==> src/rtl/shadow_reg_ctrl.sv <==
// Shadowed register write sequencer: a value commits only after two identical back-to-back writes.
// Optional STAGED expiry timer is enabled by defining SHADOW_REG_CTRL_TIMEOUT_EN.
module shadow_reg_ctrl #(
  parameter int unsigned     DW      = 5,
  parameter logic [DW-1:0]   RESVAL  = DW'(24),
  parameter int unsigned     MAX_ERR = 3,
  parameter int unsigned     TIMEOUT = 16
) (
  input  logic                             clk_i,
  input  logic                             rst_ni,
  input  logic                             wr_valid_i,
  output logic                             wr_ready_o,
  input  logic [DW-1:0]                    wr_data_i,
  input  logic                             rd_i,
  output logic [DW-1:0]                    q_o,
  output logic                             qe_o,
  output logic                             phase_o,
  output logic                             err_update_o,
  output logic [$clog2(MAX_ERR+1)-1:0]     err_cnt_o,
  output logic                             locked_o
);

  localparam int unsigned EW = $clog2(MAX_ERR + 1);

  typedef enum logic [1:0] {
    IDLE   = 2'd0,
    STAGED = 2'd1,
    COMMIT = 2'd2
  } state_e;

  state_e        state_q, state_d;
  logic [DW-1:0] staged_q, staged_d;
  logic [DW-1:0] q_q, q_d;
  logic          qe_q, qe_d;
  logic          err_upd_q, err_upd_d;
  logic [EW-1:0] err_cnt_q, err_cnt_d;
  logic          accept;
  logic          locked;
  logic          err_event;

`ifdef SHADOW_REG_CTRL_TIMEOUT_EN
  localparam int unsigned TW = $clog2(TIMEOUT);
  logic [TW-1:0] tmo_q, tmo_d;
  logic          expired;
  assign expired = (tmo_q == TW'(TIMEOUT - 1));
`endif

  assign wr_ready_o = (state_q != COMMIT);
  assign accept     = wr_valid_i && wr_ready_o;
  assign locked     = (err_cnt_q == EW'(MAX_ERR));

  always_comb begin
    state_d   = state_q;
    staged_d  = staged_q;
    q_d       = q_q;
    qe_d      = 1'b0;
    err_upd_d = 1'b0;
    err_event = 1'b0;
    unique case (state_q)
      IDLE: begin
        // Once locked, accepted writes are swallowed and the FSM never leaves IDLE.
        if (accept && !locked) begin
          staged_d = wr_data_i;
          state_d  = STAGED;
        end
      end
      STAGED: begin
        if (rd_i) begin
          if (accept) begin
            staged_d = wr_data_i;
          end else begin
            staged_d = '0;
            state_d  = IDLE;
          end
        end else if (accept) begin
          staged_d = '0;
          if (wr_data_i == staged_q) begin
            q_d     = wr_data_i;
            qe_d    = 1'b1;
            state_d = COMMIT;
          end else begin
            err_event = 1'b1;
            state_d   = IDLE;
          end
        end
`ifdef SHADOW_REG_CTRL_TIMEOUT_EN
        else if (expired) begin
          staged_d  = '0;
          err_event = 1'b1;
          state_d   = IDLE;
        end
`endif
      end
      COMMIT:  state_d = IDLE;
      default: state_d = IDLE;
    endcase

    err_upd_d = err_event;
    err_cnt_d = err_cnt_q;
    if (err_event && !locked) begin
      err_cnt_d = err_cnt_q + EW'(1);
    end
  end

`ifdef SHADOW_REG_CTRL_TIMEOUT_EN
  // Any accepted write in STAGED either leaves the state or restarts the stage.
  always_comb begin
    tmo_d = '0;
    if (state_q == STAGED && state_d == STAGED && !accept) begin
      tmo_d = tmo_q + TW'(1);
    end
  end

  always_ff @(posedge clk_i) begin
    if (!rst_ni) begin
      tmo_q <= '0;
    end else begin
      tmo_q <= tmo_d;
    end
  end
`endif

  always_ff @(posedge clk_i) begin
    if (!rst_ni) begin
      state_q   <= IDLE;
      staged_q  <= '0;
      q_q       <= RESVAL;
      qe_q      <= 1'b0;
      err_upd_q <= 1'b0;
      err_cnt_q <= '0;
    end else begin
      state_q   <= state_d;
      staged_q  <= staged_d;
      q_q       <= q_d;
      qe_q      <= qe_d;
      err_upd_q <= err_upd_d;
      err_cnt_q <= err_cnt_d;
    end
  end

  assign q_o          = q_q;
  assign qe_o         = qe_q;
  assign phase_o      = (state_q == STAGED);
  assign err_update_o = err_upd_q;
  assign err_cnt_o    = err_cnt_q;
  assign locked_o     = locked;

endmodule

==> config.mk <==
export PLATFORM = sky130hd
export DESIGN_NAME = shadow_reg_ctrl
export DESIGN_NICKNAME = d
export VERILOG_FILES = /design/src/rtl/shadow_reg_ctrl.sv
export SDC_FILE = /design/constraint.sdc
export NUM_CORES = 1
export LEC_CHECK = 0
export ABC_AREA = 1
export CAP_MARGIN = 20
export CORE_MARGIN = 3
export CORE_UTILIZATION = 46
export CTS_CLUSTER_SIZE = 24
export DETAILED_ROUTE_END_ITERATION = 10
export GPL_TIMING_DRIVEN = 0
export PLACE_DENSITY = 0.83
export SLEW_MARGIN = 20
export SYNTH_ARGS = -nofsm -noshare
export SYNTH_HDL_FRONTEND = slang
export SYNTH_SLANG_ARGS = --single-unit
==> constraint.sdc <==
create_clock -name clk_i -period 1.5 [get_ports clk_i]
set_clock_uncertainty 0.05 [all_clocks]
set_input_delay 0.3 -clock clk_i [delete_from_list [all_inputs] [get_ports clk_i]]
set_output_delay 0.3 -clock clk_i [all_outputs]
set_load 0.01 [all_outputs]
* After elaboration in Yosys (flattened, before gate mapping)
Index checks and enable logic that the tools add are counted.
** Cells by class
- Bitwise operators :: 4
- Eq/ne operators :: 7
- Reductions and logical operators :: 10
- Mux-type cells :: 16
- Add/sub/neg operators :: 1
** Operator list (number)
- $mux W5 :: 4
- $mux W2 :: 5
- $pmux W5 S2 :: 1
- $reduce_and A3 Y1 :: 2
- $eq A5 B5 Y1 :: 1
- $mux W1 :: 5
- $ne A2 B2 Y1 const B :: 2
- $not A1 Y1 :: 4
- $pmux W2 S2 :: 1
- $reduce_and A4 Y1 :: 1
- $reduce_or A4 Y1 :: 1
- $logic_and A1 B1 Y1 :: 3
- $ne A3 B2 Y1 const B :: 1
- $ne A3 B3 Y1 const B :: 1
- $add A2 B1 Y2 const B :: 1
- $eq A2 B1 Y1 const B :: 1
- $eq A2 B2 Y1 const B :: 1
- $logic_not A2 Y1 :: 1
- $reduce_bool A2 Y1 :: 1
- $logic_not A1 Y1 :: 1
** Word-level totals
- Output and inout port bits :: 12
- Word-level logic and storage cells :: 44
- Input bits :: 9
- Flip-flop bits (word level) :: 16

* Longest topological paths before layout
- Word-level depth :: 6
- Mapped depth :: 9
- Gate-level depth less buffers :: 9

* Worst setup path after synthesis
OpenSTA, ideal clock, no wires.
- Path kind :: register -> register
- Start :: register err_cnt_q[0], in the netlist err_cnt_o[0]
- End :: register staged_q[0]
- Required time :: 1.337 ns
- Clock period less this slack :: 1.413 ns
- Library setup time :: 0.113 ns
- Path buffers :: 1
- Setup slack :: 0.087 ns
- Cell stages (with the launch flop) :: 8
- Arrival :: 1.250 ns
- Path through :: dfxtp_1 > ha_1 > o21ai_1 > and3_1 > buf_6 > o21ai_0 > nand2_1 > nor2_1
** On the way
- Cells in the longest elaborated chain, start to end :: 5
** Ends and longest elaborated chain
- start: declaration :: RTL line 36 : logic [EW-1:0] err_cnt_q, err_cnt_d;
- start signal: assignment :: RTL line 137 : err_cnt_q <= err_cnt_d;
- $eq A2 B2 Y1 :: RTL line 50 : assign locked = (err_cnt_q == EW'(MAX_ERR));
- net locked_o :: RTL line 20 : output logic locked_o
- $logic_not A1 Y1 :: RTL line 62 : if (accept && !locked) begin
- $logic_and A1 B1 Y1 :: RTL line 62
- $ne A2 B2 Y1 (no source line)
- $reduce_and A3 Y1 (no source line)
- end signal: assignment :: RTL line 133 : staged_q <= staged_d;
- end: declaration :: RTL line 32 : logic [DW-1:0] staged_q, staged_d;
The timed path passes the listed nets, and every way through them passes these cells.
A chain may end at the register's enable or synchronous reset.

* Worst setup path in the final report
- Start :: register qe_q, in the netlist qe_o
- End :: output qe_o
** RTL lines
- start: declaration :: RTL line 34 : logic qe_q, qe_d;
- start signal: assignment :: RTL line 135 : qe_q <= qe_d;
- end: declaration :: RTL line 16 : output logic qe_o,
No word-level cell between the ends.

==> metrics.txt <==
total of warnings raised by yosys 0; slowest stage cell, crit path clkdlybuf4s50_1; maximum number of pins on one net before global-route repair 11; Worst Path Required 1.15 ns; area occupied by registers 324 sq um; Peak Freq 679 MHz; clock-pin slew on the worst setup and hold paths 0.09 ns; Die W 47.3 microns; antenna diode count 0; setup TNS 0 ns; Tmin final 1.47 ns; IR drop worst, VDD 0.544 mV; Post-Synthesis Cells 121; starting density of the core 0.504; routed via count between 700 and 800; max-cap violations 0; fillers 140; unrepaired setup endpoints after global routing no; via count of the first global-routing pass 697; first-pass GRT wire length roughly 2800 microns; height of the die between 40 and 50 microns; share of the synthesized area in the top cell type 0.408; net count after synthesis 131; Seq/Total Area, Yosys 0.408; class of the tightest hold or removal check in -> reg; DRT iter0 DRCs 6; slowest stage delay, CP 0.52 ns; Remaining DRCs 0; kind of cell with the highest combined delay on the critical path buffers and inverters; I/O Buffers 20; count of antenna-violating nets left after detailed routing 0; number of levels in the clock H-tree 1; ordered list of cells on the worst path clkdlybuf4s50_1; leakage power of the design 0.590 nW; combined buffer and inverter count along the critical path 1; number of antenna violations at the first check in global routing 0; number of distinct standard cells referenced by the synthesized netlist 21; endpoint kind of the worst setup timing path primary output; arrival time of data at the critical path endpoint around 1.1 ns; CTS tree built; minimum hold slack roughly 0.24 ns; synthesized area per cell about 6.5 sq um; number of buffers on the longest clock path 2; number of placement rows 14; number of hold buffers added after cts 0; total clock buffers created by CTS 3; Final Wtd Congestion 0.722; critical path launch point type flip-flop; Pwr Density 820 nW/um^2; worst slew pin tran 0.395 ns; global-route usage over all layers 0.177; total power consumption of the routed design 0.000863 W; final number of hold-violating endpoints 0; number of detailed-route iterations in the first pass 4; startpoint-to-endpoint class of the critical path reg -> out; half-perimeter wire length of the detailed placement result 1320 microns; fraction of layout instances using a drive strength above 1 0.172; multi-input gate area in the final layout 393 sq um; insertion delay to the later sink of the worst-skew pair 0.29 ns; I/O pin cnt 21; post-layout net count 157; Syn Std Cell Area 786 sq um; area of the die between 2000 and 2500 sq um; Final Slew Violations 0; via-per-instance ratio 4.80; run status finished, final reports clean; Total Wirelength around 1800 microns; total setup violations reported at the end of the flow 0; post-detailed-route wirelength per cell 11.0 microns; area leader, netlist dfxtp_1; layout overhead on the synthesized area 33.9%; total of flip-flops plus latches after synthesis 16; portion of the clock cycle consumed by the worst path in the final layout 0.982; worst slew slack as a fraction of its limit 0.736; leftover overflow at the end of global routing 0; top area cells in the synthesized netlist dfxtp_1, nand2_1, inv_1; core area 1560 sq um; Critical Path Fanout Max 1; Clock Root Buffer clkbuf_4; CTS sink count 16
==> power breakdown <==
part / internal, W / switching, W
Clock: 0.0000934 / 0.000138
Sequential: 0.000446 / 0.0000152
Combinational: 0.0000730 / 0.0000974
Total: 0.000612 / 0.000251
==> layout by cell type (no fill, tap or decap) <==
master | netlist | layout
dlygate4sd2_1 | 0 | 8
inv_1 | 22 | 19
buf_6 | 1 | 1
dlymetal6s2s_1 | 0 | 6
dfxtp_2 | 0 | 3
nand4_1 | 2 | 2
clkdlybuf4s50_1 | 0 | 3
nor2_4 | 1 | 1
o21ai_2 | 0 | 1
buf_2 | 1 | 2
clkbuf_2 | 0 | 2
nand3_1 | 5 | 5
o211ai_1 | 1 | 1
a21oi_1 | 1 | 1
o21ai_0 | 5 | 5
dfxtp_1 | 16 | 13
nor2_2 | 2 | 4
nand3_4 | 0 | 1
ha_2 | 0 | 1
inv_2 | 1 | 4
nand2_1 | 34 | 34
nor3_1 | 1 | 1
nor2_1 | 22 | 21
clkbuf_4 | 0 | 3
and3_1 | 1 | 1
xnor2_2 | 0 | 1
or2_2 | 1 | 1
==> worst min-delay path: stages <==
cell	delay [ns]
dlymetal6s2s_1	0.12
nand2_1	0.07
nand3_1	0.07
==> synthesized netlist by cell type <==
library cell,n
nand3_2,1
buf_6,1
nor3_1,1
nand4_1,2
buf_2,1
a21oi_1,1
o21ai_0,5
nor2_1,22
and3_1,1
o21ai_1,1
ha_1,1
dfxtp_1,16
or2_2,1
inv_1,22
nand3_1,5
nor2_2,2
nand2_1,34
o211ai_1,1
nor2_4,1
inv_2,1
xnor2_1,1
==> repair_timing <==
item / CTS / global route
pin swaps: 4 / 6
resized for setup: 23 / 12
endpoints found under the hold margin: 0 / 0
gates cloned: 1 / 0
setup endpoints to repair: 16 / 14
buffers inserted: 0 / 0
==> flip-flops by register name (all words and copies together) (netlist names) <==
signal and count:
state_q 2, err_update_o 1, staged_q 5, err_cnt_o 2, qe_o 1, q_o 5
==> path summary, 6_finish.rpt <==
path	start	endpoint	slack [ns]	cells after the start
worst max-delay path	qe_o	qe_o	0.03	1
worst min-delay path	wr_data_i[3]	q_o[3]	0.24	3
worst max register to register	err_cnt_o[0]	staged_q[2]	0.11	7
worst min register to register	q_o[3]	q_o[3]	0.41	2
==> per-stage QoR <==
stage,util,instance area (sq um),std cells,setup slack (ns)
2_1_floorplan,-,786,121,0.0869
3_3_place_gp,0.645,1010,157,-0.334
3_5_place_dp,0.645,1010,157,-0.366
4_1_cts,0.665,1040,161,0.00243
5_1_grt,0.675,1050,161,0.00219
6_report,0.675,1050,161,0.0263
==> cell type report <==
| class | instances | area share |
|---|---|---|
| tap | 16 | 0.0190 |
| buffer | 2 | 0.0155 |
| clock buffer | 3 | 0.0214 |
| inverter | 23 | 0.0820 |
| timing repair buffer | 20 | 0.181 |
| multi-input combinational | 81 | 0.373 |
| sequential | 16 | 0.308 |
==> logic make-up after synthesis <==
family,share of synthesized area
AND/OR/NAND/NOR,0.381
buffers and inverters,0.131
AO/OA/AOI/OAI,0.0541
flip-flops,0.408
XOR/XNOR,0.0111
adder cells (fa/ha/maj),0.0159
==> metal layers <==
layer | global-route usage | wire (microns) | vias up | part of all wire
li1 | - | - | 413 | -
met1 | 0.221 | 762 | 340 | 0.43
met2 | 0.299 | 926 | 17 | 0.52
met3 | 0.0345 | 63 | 2 | 0.036
met4 | 0.0663 | 12 | 0 | 0.0068
met5 | 0 | 0 | - | 0
(Power assumes the default switching activity.)
